--- src/rtl/alu_pkg.sv ---
// rtl/alu_pkg.sv - shared opcodes, PSW bit positions and FSM state for the ALU command driver
package alu_pkg;

    localparam logic [3:0] OP_ADD      = 4'd0;
    localparam logic [3:0] OP_SUB      = 4'd1;
    localparam logic [3:0] OP_AND      = 4'd2;
    localparam logic [3:0] OP_OR       = 4'd3;
    localparam logic [3:0] OP_NOT      = 4'd4;
    localparam logic [3:0] OP_SHIFT_L  = 4'd6;
    localparam logic [3:0] OP_SHIFT_R  = 4'd7;
    localparam logic [3:0] OP_SHIFT_RA = 4'd8;

    localparam int PSW_CARRY   = 0;
    localparam int PSW_BORROW  = 1;
    localparam int PSW_GT      = 2;
    localparam int PSW_EQ      = 3;
    localparam int PSW_LT      = 4;
    localparam int PSW_ILLEGAL = 5;

    typedef enum logic [1:0] {
        ST_IDLE  = 2'd0,
        ST_ISSUE = 2'd1,
        ST_RESP  = 2'd2
    } state_t;

    // Opcode 5 is a hole in the map; everything above SHIFT_RA is unused.
    function automatic logic is_legal_op(input logic [3:0] op);
        return (op <= OP_NOT) || ((op >= OP_SHIFT_L) && (op <= OP_SHIFT_RA));
    endfunction

endpackage

--- src/rtl/alu_psw_gen.sv ---
// rtl/alu_psw_gen.sv - combinational PSW flags the ALU itself does not produce
module alu_psw_gen
    import alu_pkg::*;
#(
    parameter int WIDTH = 64
) (
    input  logic [3:0]       cmd,
    input  logic [WIDTH-1:0] a,
    input  logic [WIDTH-1:0] b,
    output logic [31:0]      psw
);

    logic [WIDTH-1:0] sum;
    logic             carry;

    // Carry out of A+B shows up as the truncated sum wrapping below A.
    assign sum   = a + b;
    assign carry = (sum < a);

    always_comb begin
        psw = '0;
        if (is_legal_op(cmd)) begin
            psw[PSW_CARRY]  = (cmd == OP_ADD) && carry;
            psw[PSW_BORROW] = (cmd == OP_SUB) && (a < b);
            psw[PSW_GT]     = (a > b);
            psw[PSW_EQ]     = (a == b);
            psw[PSW_LT]     = (a < b);
        end else begin
            psw[PSW_ILLEGAL] = 1'b1;
        end
    end

endmodule

--- src/rtl/alu_cmd_driver.sv ---
// rtl/alu_cmd_driver.sv - request/response sequencer in front of the combinational ALU
// ALU_DRV_PREFETCH_EN adds a one-entry request buffer so the next op issues on the response handshake.
module alu_cmd_driver
    import alu_pkg::*;
#(
    parameter int WIDTH         = 64,
    parameter int SETTLE_CYCLES = 1,
    parameter int TAG_W         = 4
) (
    input  logic             clk,
    input  logic             rst,
    input  logic             req_valid,
    output logic             req_ready,
    input  logic [3:0]       req_cmd,
    input  logic [WIDTH-1:0] req_a,
    input  logic [WIDTH-1:0] req_b,
    input  logic [TAG_W-1:0] req_tag,
    output logic [WIDTH-1:0] alu_a,
    output logic [WIDTH-1:0] alu_b,
    output logic [3:0]       alu_cmd,
    input  logic [WIDTH-1:0] alu_data,
    output logic             rsp_valid,
    input  logic             rsp_ready,
    output logic [WIDTH-1:0] rsp_data,
    output logic [31:0]      rsp_psw,
    output logic [TAG_W-1:0] rsp_tag
);

    localparam logic [3:0] SETTLE_INIT = 4'(SETTLE_CYCLES);

    state_t           state, state_nxt;
    logic [3:0]       cnt;
    logic [31:0]      req_psw;
    logic             accept, rsp_fire, capture, issue_go, iss_legal;
    logic [3:0]       iss_cmd;
    logic [WIDTH-1:0] iss_a, iss_b;
    logic [TAG_W-1:0] iss_tag;
    logic [31:0]      iss_psw;

    alu_psw_gen #(.WIDTH(WIDTH)) u_psw (
        .cmd (req_cmd),
        .a   (req_a),
        .b   (req_b),
        .psw (req_psw)
    );

    assign accept    = req_valid && req_ready;
    assign rsp_fire  = rsp_valid && rsp_ready;
    assign capture   = (state == ST_ISSUE) && (cnt <= 4'd1);
    assign iss_legal = is_legal_op(iss_cmd);

`ifdef ALU_DRV_PREFETCH_EN
    logic             buf_valid;
    logic [3:0]       buf_cmd;
    logic [WIDTH-1:0] buf_a, buf_b;
    logic [TAG_W-1:0] buf_tag;
    logic [31:0]      buf_psw;
    logic             from_buf, from_req, buf_load;

    // On the handshake edge a waiting buffer entry wins; a fresh request then refills it.
    always_comb begin
        from_buf = (state == ST_RESP) && rsp_fire && buf_valid;
        from_req = accept && ((state == ST_IDLE) || ((state == ST_RESP) && rsp_fire && !buf_valid));
        buf_load = accept && !from_req;
        issue_go = from_buf || from_req;
        iss_cmd  = from_buf ? buf_cmd : req_cmd;
        iss_a    = from_buf ? buf_a   : req_a;
        iss_b    = from_buf ? buf_b   : req_b;
        iss_tag  = from_buf ? buf_tag : req_tag;
        iss_psw  = from_buf ? buf_psw : req_psw;
    end

    always_ff @(posedge clk or negedge rst) begin
        if (!rst) begin
            buf_valid <= 1'b0;
            buf_cmd   <= '0;
            buf_a     <= '0;
            buf_b     <= '0;
            buf_tag   <= '0;
            buf_psw   <= '0;
        end else if (buf_load) begin
            buf_valid <= 1'b1;
            buf_cmd   <= req_cmd;
            buf_a     <= req_a;
            buf_b     <= req_b;
            buf_tag   <= req_tag;
            buf_psw   <= req_psw;
        end else if (from_buf) begin
            buf_valid <= 1'b0;
        end
    end
`else
    always_comb begin
        issue_go = accept;
        iss_cmd  = req_cmd;
        iss_a    = req_a;
        iss_b    = req_b;
        iss_tag  = req_tag;
        iss_psw  = req_psw;
    end
`endif

    always_ff @(posedge clk or negedge rst) begin
        if (!rst) state <= ST_IDLE;
        else      state <= state_nxt;
    end

    always_comb begin
        state_nxt = state;
        case (state)
            ST_IDLE:  if (issue_go) state_nxt = iss_legal ? ST_ISSUE : ST_RESP;
            ST_ISSUE: if (capture) state_nxt = ST_RESP;
            ST_RESP:  if (rsp_fire) state_nxt = issue_go ? (iss_legal ? ST_ISSUE : ST_RESP) : ST_IDLE;
            default:  state_nxt = ST_IDLE;
        endcase
    end

    always_comb begin
`ifdef ALU_DRV_PREFETCH_EN
        req_ready = (state == ST_IDLE) || !buf_valid;
`else
        req_ready = (state == ST_IDLE);
`endif
    end

    always_ff @(posedge clk or negedge rst) begin
        if (!rst) begin
            cnt       <= '0;
            alu_a     <= '0;
            alu_b     <= '0;
            alu_cmd   <= '0;
            rsp_valid <= 1'b0;
            rsp_data  <= '0;
            rsp_psw   <= '0;
            rsp_tag   <= '0;
        end else begin
            if (state == ST_ISSUE) cnt <= cnt - 4'd1;
            if (capture) begin
                rsp_data  <= alu_data;
                rsp_valid <= 1'b1;
            end
            if (rsp_fire) rsp_valid <= 1'b0;
            // Illegal ops skip the ALU entirely and answer on the accept edge.
            if (issue_go) begin
                rsp_tag <= iss_tag;
                rsp_psw <= iss_psw;
                if (iss_legal) begin
                    alu_a   <= iss_a;
                    alu_b   <= iss_b;
                    alu_cmd <= iss_cmd;
                    cnt     <= SETTLE_INIT;
                end else begin
                    rsp_data  <= '0;
                    rsp_valid <= 1'b1;
                end
            end
        end
    end

endmodule

--- config.mk ---
export PLATFORM = sky130hd
export DESIGN_NAME = alu_cmd_driver
export DESIGN_NICKNAME = d
export VERILOG_FILES = /design/src/rtl/alu_pkg.sv /design/src/rtl/alu_psw_gen.sv /design/src/rtl/alu_cmd_driver.sv
export SDC_FILE = /design/constraint.sdc
export NUM_CORES = 1
export LEC_CHECK = 0
export CORE_MARGIN = 5
export CORE_UTILIZATION = 47
export CTS_BUF_LIST = sky130_fd_sc_hd__clkbuf_4 sky130_fd_sc_hd__clkbuf_8 sky130_fd_sc_hd__clkbuf_16
export DETAILED_ROUTE_END_ITERATION = 8
export PLACE_DENSITY = 0.79
export SLEW_MARGIN = 5
export SYNTH_ARGS = -nofsm -noshare
export SYNTH_HDL_FRONTEND = slang
export SYNTH_SLANG_ARGS = --single-unit
--- constraint.sdc ---
create_clock -name clk -period 4.4 [get_ports clk]
set_clock_uncertainty 0.05 [all_clocks]
set_input_delay 0.88 -clock clk [delete_from_list [all_inputs] [get_ports clk]]
set_output_delay 0.88 -clock clk [all_outputs]
set_load 0.1 [all_outputs]
==> results.cfg <==
[status]
status = complete, but fails checks
violations = negative setup slack

[synth]
synth_area_per_cell_sq_um = 8.333
synth.area.top_cells = dfrtp_1 (36%), ha_1 (16%), nand2_1 (7.9%)
syn_inst = 1792
synth-edff-count = 0
synth_cell_types = 82
async_flop_share_pct = 100.0
synth_top_cell_area_share_pct = 35.69
yosys.area.top_type = dfrtp_1
ys.flop_type = dfrtp_1
seq_area_frac_synth_pct = 35.69
ys_ff_latch = 213
synth_area_sq_um = 14930
yosysWarnings = 0
synth.most_common_cell = nand2_1
synthTopCellsByCount = nand2_1 (314), dfrtp_1 (213), ha_1 (191)

[power_and_ir_drop]
power_leakage_nw = 11.44
p_per_area_nw_per_um2 = 742.0
ir_drop_mv = 0.7824

[placement]
dpl.hpwl_mm = 42.45
pre_cts_ws_ps = -1298
placed_area_sq_um = 21710
gp_congestion = 0.9524
portBuffers = 411

[drt]
drt_wl_total_mm = 57.08
first_iter_violations = 1088
final_antenna_net_count = 0
vias_per_cell = 5.441
num_vias = 16110
drt_pass1_iterations = 5
wl_per_cell_um = 19.28
route.detailed.drc = 0

[cells_and_area]
fin_nets = 2929
fin_area_sq_um = 23940
drive_above_1_share_pct = 24.03
fin_util_pct = 76.07
syn_to_final_growth_pct = 60.34

[timing]
post-route-period-util_pct = 106.6
clock.fmax_ghz = 0.2132
rsz0062_at_grt = yes
relSlewSlack_pct = 20.27
tightest_slew_ps = 1192
fin_ws_ps = -290.5
finalHoldViolCount = 0
holdWs_ps = 299.7
finalSetupTns_ps = -290.5
fin_crit_ps = 4690
setup_viol = 1
drv_slew = 0

[cts]
hold_buffers = 0
cts_max_level = 1
cts_buffers = 24
root_buffer = clkbuf_16
cts_tree = done
clk-insertion-delay-late_ps = 530
clk_pin_slew_worst_paths_ps = 70
clk_path_buf_depth = 3
cts_sinks = 213

[floorplanning]
die_h_um = 188.3
rows = 65
die_x_um = 188.3
dieArea_sq_um = 35440
core_sq_um = 31470
start_util_pct = 47.45
num_io_pins = 438

[critical_path]
cp.required_ps = 4820
endpoint_kind = flop
setup.worst_path.start_class = input port
cp.arrival_ps = 5110
crit_fanout = 6
path_class = input port to flop

[run]
cap_violations = 0

[global_route]
grt_pass1_vias = 16550
grt_pass1_wl_mm = 87.51
overflow = 0
grt_max_degree = 262
antenna_found_initial = 9
track_usage_pct = 30.02

[min_path]
worstHoldPathType = input port to asynchronous set/reset pin
-- what timing repair did --
action                                  in CTS  in global routing
resized for setup                          180                 71
cloned                                       0                  0
pin swaps                                   73                 59
buffers inserted                            38                 12
endpoints found under the setup margin       1                  1
-- power by group --
group / leakage, nW / switching, mW / total, mW / internal [mW]
clock: 0.417 / 0.890 / 2.23 / 1.34
combinational: 8.31 / 9.18 / 12.1 / 2.93
sequential: 2.71 / 0.541 / 3.43 / 2.89
-- per-stage QoR --
step | std cells | power (mW)
floorplan | 1817 | 11.98
global placement | 2860 | 15.09
detailed placement | 2860 | 15.25
finish | 2961 | 17.77
CTS | 2941 | 17.69
global route | 2960 | 18.45
-- critical path, stage by stage --
cell	delay, ps
clkdlybuf4s50_1	500
inv_1	100
ha_4	340
o21bai_1	110
a21oi_2	180
o21ai_2	100
a221o_1	380
a31oi_4	210
o21ai_2	110
a211o_2	340
a41oi_2	240
xnor2_1	150
ha_1	260
a21o_1	200
a21oi_2	130
nor2b_1	60
o21ai_1	130
nand2b_1	100
a21oi_2	130
nor2b_1	60
o21ai_1	120
nand3_1	110
o21ai_1	170
-- area by class of cell --
cell class / instances / area, sq um
Inverter: 188 / 705.7
Sequential cell: 213 / 5330
Fill cell: 2152 / 7531
Clock inverter: 14 / 190.2
Tap cell: 402 / 503.0
Antenna cell: 8 / 20.02
Timing Repair Buffer: 788 / 7004
Multi-Input combinational cell: 1318 / 9508
Clock buffer: 30 / 681.9
-- sequential cells by signal, summed over array words and instances (netlist names) --
signal / flops
alu_a: 64
alu_cmd: 4
rsp_tag: 4
cnt: 4
rsp_valid: 1
state: 2
alu_b: 64
rsp_psw: 6
rsp_data: 64
-- cell usage in the layout, fill, tap and decap left out, drive strengths merged, types with 8 or more instances in the layout --
master,synthesis,routed
dfrtp,213,213
o31ai,16,16
a21oi,186,186
inv,188,189
clkdlybuf4s50,0,363
nand4,33,33
diode,0,8
nor2,92,92
nand2b,10,10
dlymetal6s2s,0,17
dlygate4sd2,0,20
xor2,10,10
nor2b,20,20
o21ai,174,174
buf,41,381
nor3,9,9
ha,191,191
clkbuf,57,30
nor4,21,21
xnor2,55,55
a21o,23,23
nand3,19,19
conb,1,26
nand2,314,314
o21bai,32,32
-- routing by layer --
layer  share of wire [%]  track usage, %  up-vias
met5               0.026               0        -
met4                 4.6           11.12        2
met3                 7.1           5.724      157
met2                  49           53.04      676
met1                  39           36.45     7752
li1                    -               -     7523
-- final timing paths --
path | startpoint | to | slack [ps] | cells after the start
worst max-delay path | req_b[23] | rsp_psw[0]$_DFFE_PN0P_ | -290 | 23
worst min-delay path | rst | alu_b[29]$_DFFE_PN0P_ | 300 | 1
worst max register to register | state[1]$_DFFE_PN0P_ | rsp_data[54]$_DFF_PN0_ | 1660 | 5
worst min register to register | alu_cmd[2]$_DFFE_PN0P_ | alu_cmd[2]$_DFFE_PN0P_ | 430 | 2
max in group asynchronous | rst | alu_b[57]$_DFFE_PN0P_ | 2970 | 2
min in group clk | alu_cmd[2]$_DFFE_PN0P_ | alu_cmd[2]$_DFFE_PN0P_ | 430 | 2
-- logic make-up (layout without fill, tap and decap cells) --
group                    after synthesis  count (layout)  share of synthesized area (%)
multiplexers                           4               4                         0.3016
AO/OA/AOI/OAI                        497             497                          20.50
XOR/XNOR                              65              65                          3.812
AND/OR/NAND/NOR                      534             534                          15.56
flip-flops                           213             213                          35.69
adder cells (fa/ha/maj)              192             192                          16.14
other                                  1              34                        0.02511
buffers and inverters                286            1020                          7.968
Power figures use the tool's default switching activity.
==> RTL change, RTL diff (config.mk and constraints unchanged) <==
Encoding of `state_t`: now one-hot (3 bits for 3 states).
--- a/src/rtl/alu_pkg.sv
+++ b/src/rtl/alu_pkg.sv
@@ -19,6 +19,6 @@
 
-    typedef enum logic [1:0] {
-        ST_IDLE  = 2'd0,
-        ST_ISSUE = 2'd1,
-        ST_RESP  = 2'd2
+    typedef enum logic [2:0] {
+        ST_IDLE  = 3'b001,
+        ST_ISSUE = 3'b010,
+        ST_RESP  = 3'b100
     } state_t;
Check against the original RTL: same outputs for any inputs over 4 cycles, from zero or initial values and one cycle with rst low; so few cycles prove little.
==> RTL change against the unedited design <==
The flow still finishes with violations (negative setup slack). Critical path depth is 1 higher. Worst setup slack better by 74 ps. Synthesized area grew 0.64%. Power is 0.90% lower. Cell area up 0.73%. Sequential cell count grew 1. Routed wire length up 0.60%. Largest cell class unchanged. Highest routed layer is now met4.
==> RTL change: results (changes against the unedited design) <==
Vias in the first global route -> 16.2k (-2.1%)
Final worst slack -> -216 ps (+74.0 ps)
Vias per cell -> 5.35 (-1.8%)
CTS resizes -> 136 (-24%)
Slowest CP cell -> o41a_1
WL met2 -> 27.4 mm (-2.2%)
Slew at the pin closest to its max-slew limit -> 1170 ps (-25.4 ps)
Initial antenna violation count -> 17 (+8)
Multi-input gates -> 1336 (+1.4%)
Seq area share -> 0.222 (-0.000527)
Pin count of the biggest net entering global routing -> 175 (-33%)
Global placement routability congestion -> 0.970 (+1.9%)
Post-synth cell types -> 76 (-7.3%)
#FFs+latches synth -> 214 (+0.47%)
Post-CTS Setup Inserts -> 12 (-68%)
First-pass GRT wire length -> 87.0 mm (-0.61%)
Clock-cell share -> 0.0361 (-0.000368)
Sequential Power Share -> 0.197 (+0.004)
Net switching power -> 10400 uW (-1.6%)
Fraction of area in multi-input gates -> 0.397 (about the same)
Leakage power figure -> 0.0116 uW (+1.4%)
Critical path fanouts, max -> 4 (-2)
Overall Global Routing Usage -> 0.298 (-0.00203)
Grt met1 use -> 0.376 (+0.0119)
Synth top area cells -> dfrtp_1 35%, ha_1 16%, nand2_1 7.9%
Antenna diodes -> 19 (+11)
Metal-1 WL -> 23.4 mm (+4.6%)
Port-buffer cells -> 411 (unchanged)
Synth Area in Adders -> 0.160 (-0.00102)
Clk slew on worst S/H paths -> 60 ps
DR pass1 iterations -> 6 (+1)
Finish-stage setup viols -> 1 (unchanged)
Filler cells -> 2195 (+2.0%)
Number of nets in the layout -> 2949 (+0.68%)
CTS Buf Count -> 25 (+4.2%)
Outcome -> finished, violations left
Multiplexer share of the synthesized area -> 0 (-0.00302)
Pre-CTS setup slack -> -1360 ps (-61.0 ps)
Largest registers -> alu_a x64, alu_b x64, rsp_data x64
Detailed Route Iter0 Violations -> 1164 (+7.0%)
R2R setup slack -> 1700 ps (+40 ps)
WHS -> 324 ps (+24.4 ps)
Crit-path max cell delay -> 430 ps (-70 ps)
VDD IR-drop max -> 741 uV (-5.3%)
Worst setup path startpoint -> req_b[9]
Routed wl met3 -> 3.83 mm (-4.8%)
Layout cell share with drive strength beyond 1 -> 0.242 (+0.00124)
Failing checks -> negative setup slack
Signal buffers share of area -> 0.292 (about the same)
Top sig layer -> met4
Compound-gate portion of the synthesized area -> 0.205 (-0.000465)
Synth cell count leaders -> 317 x nand2_1, 213 x dfrtp_1, 191 x ha_1
Seq/Total Area, Yosys -> 0.356 (-0.000510)
RTL change: cell types whose count changed in the layout (fill, tap and decap cells not counted), sizes merged, moves of 4 or more:
cell	unedited run	this run
nor4	21	17
mux2	4	0
a311o	4	0
clkinvlp	5	1
clkdlybuf4s15	7	3
nor2	92	68
dlymetal6s2s	17	30
diode	8	19
clkdlybuf4s50	363	354
clkinv	4	8
nor3	9	25
nand4	33	39
o21bai	32	40
RTL change: stage by stage:
| stage | util | setup TNS [ps] | total power (uW) | instances | instance area, um2 |
|---|---|---|---|---|---|
| floorplan | - | -449 | 11900 | 1839 | 15100 |
| global placement | 0.693 | -1290 | 15000 | 2893 | 21900 |
| detailed placement | 0.693 | -1360 | 15100 | 2893 | 21900 |
| CTS | 0.738 | -273 | 17500 | 2950 | 23300 |
| global route | 0.764 | -353 | 18300 | 2989 | 24100 |
| finish | 0.764 | -216 | 17600 | 2992 | 24100 |
